<file path="src/rtl/sd_slv_pkg.sv">
// Shared types and constants for the SD slave read-block sequencer.
// State encoding, CRC16 polynomial and DAT bus width.
package sd_slv_pkg;

  localparam int unsigned DAT_W      = 4;
  localparam logic [15:0] CRC16_POLY = 16'h1021;

  typedef enum logic [2:0] {
    StIdle  = 3'd0,
    StWait  = 3'd1,
    StStart = 3'd2,
    StData  = 3'd3,
    StCrc   = 3'd4,
    StTail  = 3'd5,
    StStop  = 3'd6,
    StGap   = 3'd7
  } state_e;

endpackage

</file>
<file path="src/rtl/sd_slv_crc16.sv">
// One-bit serial CRC16 (x^16+x^12+x^5+1) for a single DAT line.
// clr has priority over en (data update), which has priority over shift (readout).
module sd_slv_crc16
  import sd_slv_pkg::*;
(
  input  logic clk,
  input  logic rst,
  input  logic clr,
  input  logic en,
  input  logic din,
  input  logic shift,
  output logic msb
);

  logic [15:0] crc_q, crc_d;

  always_comb begin
    crc_d = crc_q;
    if (clr) begin
      crc_d = '0;
    end else if (en) begin
      crc_d = {crc_q[14:0], 1'b0} ^ ((din ^ crc_q[15]) ? CRC16_POLY : 16'h0000);
    end else if (shift) begin
      crc_d = {crc_q[14:0], 1'b0};
    end
  end

  always_ff @(posedge clk) begin
    if (rst) begin
      crc_q <= '0;
    end else begin
      crc_q <= crc_d;
    end
  end

  assign msb = crc_q[15];

endmodule

</file>
<file path="src/rtl/sd_slv_rd_seq.sv">
// SD slave read-block sequencer: fetches a block from sync ROM, emits start/data/CRC/stop strobes.
// Optional multi-block streaming with stop_req is enabled by defining SD_SLV_RD_MULTI_EN.
module sd_slv_rd_seq
  import sd_slv_pkg::*;
#(
  parameter int unsigned BLK_NIB = 1024,
  parameter int unsigned AW      = 10,
  parameter int unsigned NAC_CYC = 2,
  parameter int unsigned BLK_GAP = 2
) (
  input  logic             clk,
  input  logic             rst,
  input  logic             start,
  input  logic             stop_req,
  input  logic [AW-1:0]    base_addr,
  input  logic [DAT_W-1:0] rom_din,
  output logic             rom_en,
  output logic [AW-1:0]    rom_addr,
  output logic             read,
  output logic             cen_rom,
  output logic             cen,
  output logic [DAT_W-1:0] crc,
  output logic             stop_en,
  output logic             ei,
  output logic             busy,
  output logic             blk_done
);

  localparam int unsigned CNT_W = ($clog2(BLK_NIB) > 4) ? $clog2(BLK_NIB) : 4;

  localparam logic [CNT_W-1:0] DataLast = CNT_W'(BLK_NIB - 1);
  localparam logic [CNT_W-1:0] CrcLast  = CNT_W'(15);
  localparam logic [CNT_W-1:0] WaitLast = CNT_W'(NAC_CYC - 1);

  state_e           state_q, state_d;
  logic [CNT_W-1:0] cnt_q, cnt_d;
  logic [AW-1:0]    addr_q, addr_d;

`ifdef SD_SLV_RD_MULTI_EN
  localparam logic [CNT_W-1:0] GapLast = CNT_W'(BLK_GAP - 1);
  logic stop_q, stop_d, stop_hit;
  assign stop_hit = stop_q | stop_req;
`else
  logic unused_stop_req;
  assign unused_stop_req = stop_req;
`endif

  always_ff @(posedge clk) begin
    if (rst) begin
      state_q <= StIdle;
      cnt_q   <= '0;
      addr_q  <= '0;
    end else begin
      state_q <= state_d;
      cnt_q   <= cnt_d;
      addr_q  <= addr_d;
    end
  end

  always_comb begin
    state_d = state_q;
    cnt_d   = cnt_q;
    addr_d  = addr_q;
    unique case (state_q)
      StIdle: begin
        if (start) begin
          state_d = StWait;
          cnt_d   = '0;
          addr_d  = base_addr;
        end
      end
      StWait: begin
`ifdef SD_SLV_RD_MULTI_EN
        if (stop_hit) begin
          state_d = StIdle;
        end else
`endif
        if (cnt_q == WaitLast) begin
          state_d = StStart;
          cnt_d   = '0;
        end else begin
          cnt_d = cnt_q + 1'b1;
        end
      end
      StStart: begin
        state_d = StData;
        cnt_d   = '0;
      end
      StData: begin
        if (cnt_q == DataLast) begin
          state_d = StCrc;
          cnt_d   = '0;
        end else begin
          cnt_d = cnt_q + 1'b1;
        end
      end
      StCrc: begin
        if (cnt_q == CrcLast) begin
          state_d = StTail;
        end else begin
          cnt_d = cnt_q + 1'b1;
        end
      end
      // TAIL keeps stop_en clear of the last CRC nibble still leaving the mux register.
      StTail: state_d = StStop;
      StStop: begin
`ifdef SD_SLV_RD_MULTI_EN
        state_d = stop_hit ? StIdle : StGap;
        cnt_d   = '0;
`else
        state_d = StIdle;
`endif
      end
`ifdef SD_SLV_RD_MULTI_EN
      StGap: begin
        if (cnt_q == GapLast) begin
          state_d = StStart;
          cnt_d   = '0;
        end else begin
          cnt_d = cnt_q + 1'b1;
        end
      end
`endif
      default: state_d = StIdle;
    endcase
    // Address advances on every ROM fetch so consecutive blocks stay contiguous.
    if (rom_en) begin
      addr_d = addr_q + 1'b1;
    end
  end

`ifdef SD_SLV_RD_MULTI_EN
  always_comb begin
    stop_d = (state_d == StIdle) ? 1'b0 : (stop_q | (busy & stop_req));
  end

  always_ff @(posedge clk) begin
    if (rst) begin
      stop_q <= 1'b0;
    end else begin
      stop_q <= stop_d;
    end
  end
`endif

  always_comb begin
    rom_en   = (state_q == StStart) || ((state_q == StData) && (cnt_q != DataLast));
    read     = (state_q == StStart);
    cen_rom  = (state_q == StData);
    cen      = (state_q == StCrc);
    stop_en  = (state_q == StStop);
    blk_done = (state_q == StStop);
    ei       = (state_q == StData) || (state_q == StCrc) ||
               (state_q == StTail) || (state_q == StStop);
    busy     = (state_q != StIdle);
  end

  assign rom_addr = addr_q;

  for (genvar i = 0; i < DAT_W; i++) begin : g_crc
    sd_slv_crc16 u_crc (
      .clk   (clk),
      .rst   (rst),
      .clr   (read),
      .en    (cen_rom),
      .din   (rom_din[i]),
      .shift (cen),
      .msb   (crc[i])
    );
  end

endmodule

</file>
<file path="config.mk">
export PLATFORM = sky130hd
export DESIGN_NAME = sd_slv_rd_seq
export DESIGN_NICKNAME = d
export VERILOG_FILES = /design/src/rtl/sd_slv_pkg.sv /design/src/rtl/sd_slv_crc16.sv /design/src/rtl/sd_slv_rd_seq.sv
export SDC_FILE = /design/constraint.sdc
export NUM_CORES = 1
export LEC_CHECK = 0
export BUFFER_PORTS_ARGS = -buffer_cell sky130_fd_sc_hd__buf_4
export CORE_MARGIN = 2
export CORE_UTILIZATION = 55
export DETAILED_ROUTE_END_ITERATION = 8
export HOLD_SLACK_MARGIN = 0.03
export PLACE_DENSITY = 0.85
export SYNTH_ARGS = -nofsm -noshare
export SYNTH_HDL_FRONTEND = slang
export SYNTH_HIERARCHICAL = 1
export SYNTH_SLANG_ARGS = --single-unit
</file>
<file path="constraint.sdc">
create_clock -name clk -period 2.6 [get_ports clk]
set_clock_uncertainty 0.2 [all_clocks]
set_input_delay 0.13 -clock clk [delete_from_list [all_inputs] [get_ports clk]]
set_output_delay 0.13 -clock clk [all_outputs]
set_load 0.01 [all_outputs]
</file>
Yosys cells after proc, flatten, opt, wreduce, memory -nomap -nowiden
Index checks and enable logic that the tools add are counted.
- $add $sub $neg: 2
- equal/unequal tests: 15
- shift-type cells: 0
- reductions and logical operators: 15
- magnitude comparators: 0
- multiply operators: 0
- bitwise gates (word level): 8
- divide/modulo/power cells: 0
- muxes and demuxes: 25
- operator list (kind ; number):
    16-bit two-way mux ; 8
    10-bit two-way mux ; 7
    16-bit XOR ; 4
    13-bit two-way mux ; 4
    10-bit case mux with 5 select lines ; 1
    10-bit by 1-bit adder with 10-bit output, second input constant ; 2
    3-bit case mux with 6 select lines ; 1
    3-bit two-way mux ; 4
    10-bit by 1-bit equality test with 1-bit output, second input constant ; 1
    10-bit equality test, second input constant ; 1
    10-bit by 4-bit equality test with 1-bit output, second input constant ; 1
    10-bit != test, second input constant ; 1
    3-bit equality test, second input constant ; 3
    3-bit by 2-bit equality test with 1-bit output, second input constant ; 2
    2-bit != test, second input constant ; 3
    2-bit nonzero test ; 3
    5-bit nonzero test ; 1
    1-bit logical OR ; 4
    2-bit by 1-bit != test with 1-bit output, second input constant ; 2
    4-bit AND reduction ; 1
    1-bit XOR ; 4
    3-bit by 1-bit equality test with 1-bit output, second input constant ; 1
    3-bit logical NOT ; 1
    3-bit AND reduction ; 1
    other kinds (4) ; 4
- latch bits: 0
- output and inout bits: 22
- bits in writable memories: 0
- memories: 0
- bits in read-only memories: 0
- register bits: 87
- word-level logic and storage cells: 72
- bits of input ports: 18

Logic depth before layout (Yosys ltp)
- depth in word-level cells: 5
- mapped depth: 8

Hierarchy
Netlist, hierarchy kept.
- modules (own cells, without submodules) (module ; instances ; cells an instance ; area each (sq um)):
    sd_slv_crc16 ; 4 ; 73 ; 623.1
    sd_slv_rd_seq ; 1 ; 185 ; 1491.4

Worst setup path after synthesis
No wires, ideal clock.
- path type: register -> register
- from: register state_q[0]
- to: register g_crc[0].u_crc.crc_q[12]
- arrival: 1.819 ns
- path slack: 0.477 ns
- cell stages (with the launch flop): 8
- period minus slack after synthesis: 2.123 ns
- cells stage by stage: dfxtp_1 > buf_2 > or3b_2 > inv_1 > or2_1 > buf_6 > nor2_2 > a2111oi_2
- cells in the longest elaborated chain, start to end: 2
- elaborated cells between the ends (all ways): 6
- ends and longest elaborated chain (item ; line ; source):
    start: declaration ; sd_slv_rd_seq.sv:35 ; state_e state_q, state_d;
    start signal: assignment ; sd_slv_rd_seq.sv:50 ; state_q <= StIdle;
    start signal: assignment ; sd_slv_rd_seq.sv:54 ; state_q <= state_d;
    3-bit equality test ; sd_slv_rd_seq.sv:150 ; cen = (state_q == StCrc);
    net cen ; sd_slv_rd_seq.sv:21 ; output logic cen,
    2-bit nonzero test (no source line) ; - ;
    end signal: assignment ; sd_slv_crc16.sv:32 ; crc_q <= crc_d;
    end: declaration ; sd_slv_crc16.sv:15 ; logic [15:0] crc_q, crc_d;
The timed path passes the listed nets, and every way through them passes these cells.
A chain may end at the register's enable or synchronous reset.

Worst setup path after layout
- from: register cnt_q[0]
- to: register addr_q[4], in the netlist rom_addr[4]
- cells in the longest elaborated chain, start to end: 5
- elaborated cells between the ends (all ways): 7
- ends and longest elaborated chain (item ; line ; source):
    start: declaration ; sd_slv_rd_seq.sv:36 ; logic [CNT_W-1:0] cnt_q, cnt_d;
    start signal: assignment ; sd_slv_rd_seq.sv:55 ; cnt_q <= cnt_d;
    10-bit != test (*) ; sd_slv_rd_seq.sv:147 ; rom_en = (state_q == StStart) || ((state_q == StData) && (cnt_q != DataLast));
    1-bit logical AND (*) ; sd_slv_rd_seq.sv:147 ;
    1-bit logical OR (*) ; sd_slv_rd_seq.sv:147 ;
    2-bit nonzero test (no source line) ; - ;
    2-bit AND reduction (no source line) ; - ;
    end signal: assignment ; sd_slv_rd_seq.sv:56 ; addr_q <= addr_d;
    end: declaration ; sd_slv_rd_seq.sv:37 ; logic [AW-1:0] addr_q, addr_d;
Every way passes the cells marked *; elsewhere a longest branch is shown, timed or not.

==> out/metrics.csv <==
stage,metric,value,unit
setup_path,crit_buf_inv,2,
routing,wire_per_inst,13.7,um
yosys,synth_top_flop_cell,dfxtp_1,
setup_path,cp-end-kind,register,
placement,port_buffers,38,
sta,worst_pin_slew,0.716,ns
yosys,synth_area_leaders,"dfxtp_1 44%, nand2_1 11%, a21oi_1 7.3%, a2111oi_2 3.0%, a211oi_1 2.1%",
yosys,synth_area,3980,um2
finish,antennaDiodeCount,0,
finish,fillCellCount,601,
finish,layout_common_cells,"119 x nand2_1, 85 x dfxtp_1, 58 x a21oi_1",
power,powerDensity,554,nW/um2
finish,fin_area,4730,um2
cts,cts_root_buf,clkbuf_8,
power,leakage,0.00171,uW
cts,cts_tree,yes,
setup_path,path_cells,ha_2 -> nand4_1 -> buf_4 -> nor3_4 -> nor2_1 -> a211oi_1 -> dlygate4sd3_1,
global_route,grt_remaining_overflow,0,
finish,layout_commonest_cell,nand2_1,
setup_path,critPathMaxStageDelay,0.59,ns
sta,hold_viol,0,
placement,place_inst,597,
global_route,use_met3,0.0369,
routing,drcViolationCount,0,
cts,clk-insertion-delay-late,0.35,ns
finish,final_cells,636,
setup_path,required,2.69,ns
cts,numCtsBuffers,9,
yosys,async_flop_share,0,
die,fp.dieW,89.1,um
yosys,yosysWarnings,6,
yosys,syn_avg_cell_area,8.35,um2
setup_path,critPathSlowestCell,dlygate4sd3_1,
routing,dr.pass1.iters,5,
die,initial_core_util,0.558,
finish,drive_gt1_frac,0.210,
setup_path,arrival,2.57,ns
sta,finalWorstSetupSlack,0.124,ns
setup_path,critical_path.top_delay_family,buffers and inverters,
setup_path,critPathLaunchType,register,
setup_path,critPathKind,register to register,
sta,slew_viol_final,0,
global_route,grt_first_pass_wirelength,14400,um
global_route,grt_use_met1,0.266,
global_route,gr-usage-met2,0.403,
routing,drt_iter0_drc,160,
sta,period_needed,2.48,ns
die,die_area,7940,um2
routing,antenna_left,0,
die,boundaryPins,40,
yosys,yosysSeqAreaShare,0.437,
yosys,yosys.area.top_type,dfxtp_1,
cts,cts_max_path_buffers,2,
global_route,grt_antenna_before_repair,0,
global_route,grt_pass1_vias,3394,
routing,vias_per_cell,5.71,
yosys,synth_top_area_frac,0.437,
placement,place_area,4300,um2
yosys,synth_fp_nets,498,
yosys,post_synth_num_cell_types,58,
die,core,7140,um2
die,die_h,89.1,um
power,vdd_ir_drop_max,0.318,mV
placement,dp_slack,0.283,ns
global_route,grtUsageTotal,0.224,
die,num_rows,31,
cts,cts_sinks,87,
cts,cts-htree-levels,3,
setup_path,worstPathMaxFanout,6,
sta,clock.fmax,404,MHz
placement,dp_hpwl,5830,um
finish,area_growth,18.8,%
global_route,grt_max_degree,27,
routing,vias,3634,
min_path,hp-class,input port to register,
sta,maxSlewHeadroom,0.518,
yosys,synth_edf_count,0,
sta,setup_viol,0,
yosys,ys_ff_latch,87,
run,maxCapViolCount,0,
placement,gp_congestion,0.845,
yosys,syn_inst,477,
cts,clk_pin_slew_worst_paths,0.09,ns
sta,period_share,0.952,
finish,nets,554,
routing,wirelength,8690,um
outcome,run_status,"complete, no violations",
global_route,top_usage_layer,met2,
## layout make-up
cell class	count	area [um2]	share of cell area
Clock inverter	5	57.6	0.0122
Inverter	13	48.8	0.0103
Timing Repair Buffer	72	591	0.125
Multi-Input combinational cell	350	2030	0.429
Clock buffer	10	138	0.0291
Tap cell	99	124	0.0262
Sequential cell	87	1740	0.368
## state kept, by name (all words and copies together) (netlist names)
name and cells:
cnt_q 10, g_crc.u_crc/crc_q 64, rom_addr 10, state_q 3
## final timing paths
kind / from / endpoint / slack (ns) / depth (start not counted)
max reg2reg: cnt_q[0] / rom_addr[4] / 0.12 / 7
min reg2reg: g_crc[3].u_crc/crc_q[9] / g_crc[3].u_crc/crc_q[10] / 0.25 / 2
max: cnt_q[0] / rom_addr[4] / 0.12 / 7
min: start / rom_addr[9] / 0.07 / 4
## cell families after synthesis
| logic type | after synthesis | synth area share |
|---|---|---|
| xor gates and xnor gates | 7 | 0.0154 |
| AOI/OAI and AO/OA | 125 | 0.217 |
| DFF | 87 | 0.437 |
| adders and majority gates | 3 | 0.00942 |
| buffers and inverters | 40 | 0.0556 |
| and+or+nand+nor | 215 | 0.265 |
## Yosys cell counts (4+ instances only)
| cell type | number |
|---|---|
| a2111oi_2 | 8 |
| a211oi_1 | 11 |
| a21oi_1 | 58 |
| a22oi_1 | 5 |
| a31oi_1 | 7 |
| a32oi_1 | 4 |
| and2_4 | 4 |
| and3_1 | 6 |
| buf_2 | 6 |
| buf_4 | 9 |
| buf_6 | 4 |
| clkbuf_1 | 7 |
| dfxtp_1 | 87 |
| inv_1 | 13 |
| nand2_1 | 119 |
| nand3_1 | 7 |
| nor2_1 | 15 |
| nor2_2 | 12 |
| nor3_1 | 7 |
| nor4_1 | 4 |
| o211ai_1 | 4 |
| o21ai_0 | 7 |
| or2_1 | 4 |
| or2_2 | 6 |
| or3_1 | 7 |
| xor2_1 | 4 |
## worst reg2reg max path, delay by kind of cell (launching register included)
family,cells,cell delay [ns]
buffers and inverters,2,0.78
adders and majority gates,1,0.24
AOI/OAI and AO/OA,1,0.25
and+or+nand+nor,3,0.59
DFF,1,0.37
## power by group
part	total (uW)	leakage, uW	internal, uW	switching (uW)
Combinational	292	0.000903	135	156
Sequential	1390	0.000704	1360	34.5
Clock	937	0.000103	467	470
Total	2620	0.00171	1960	661
## per-stage QoR
stage	TNS [ns]	power (uW)	hold slack (ns)	utilization
after CTS	0	2630	0.0566	0.657
final	0	2620	0.0716	0.663
after global placement	0	1670	0.174	0.602
after detailed placement	0	1680	0.203	0.602
after floorplan	0	1590	0.0775	-
after global routing	-0.00257	2720	0.0779	0.663
## what timing repair did
item | 4_1_cts | 5_1_grt
gates resized for setup | 0 | 6
buffers inserted | 0 | 4
endpoints found under the hold margin | 24 | 0
setup endpoints to repair | 0 | 5
hold buffers | 20 | 0
## routing by layer
| metal | part of all wire | wire, um |
|---|---|---|
| met1 | 0.45 | 3920 |
| met3 | 0.045 | 391 |
| met5 | 0 | 0 |
| met2 | 0.49 | 4250 |
| met4 | 0.014 | 123 |
Power figures use the tool's default switching activity.
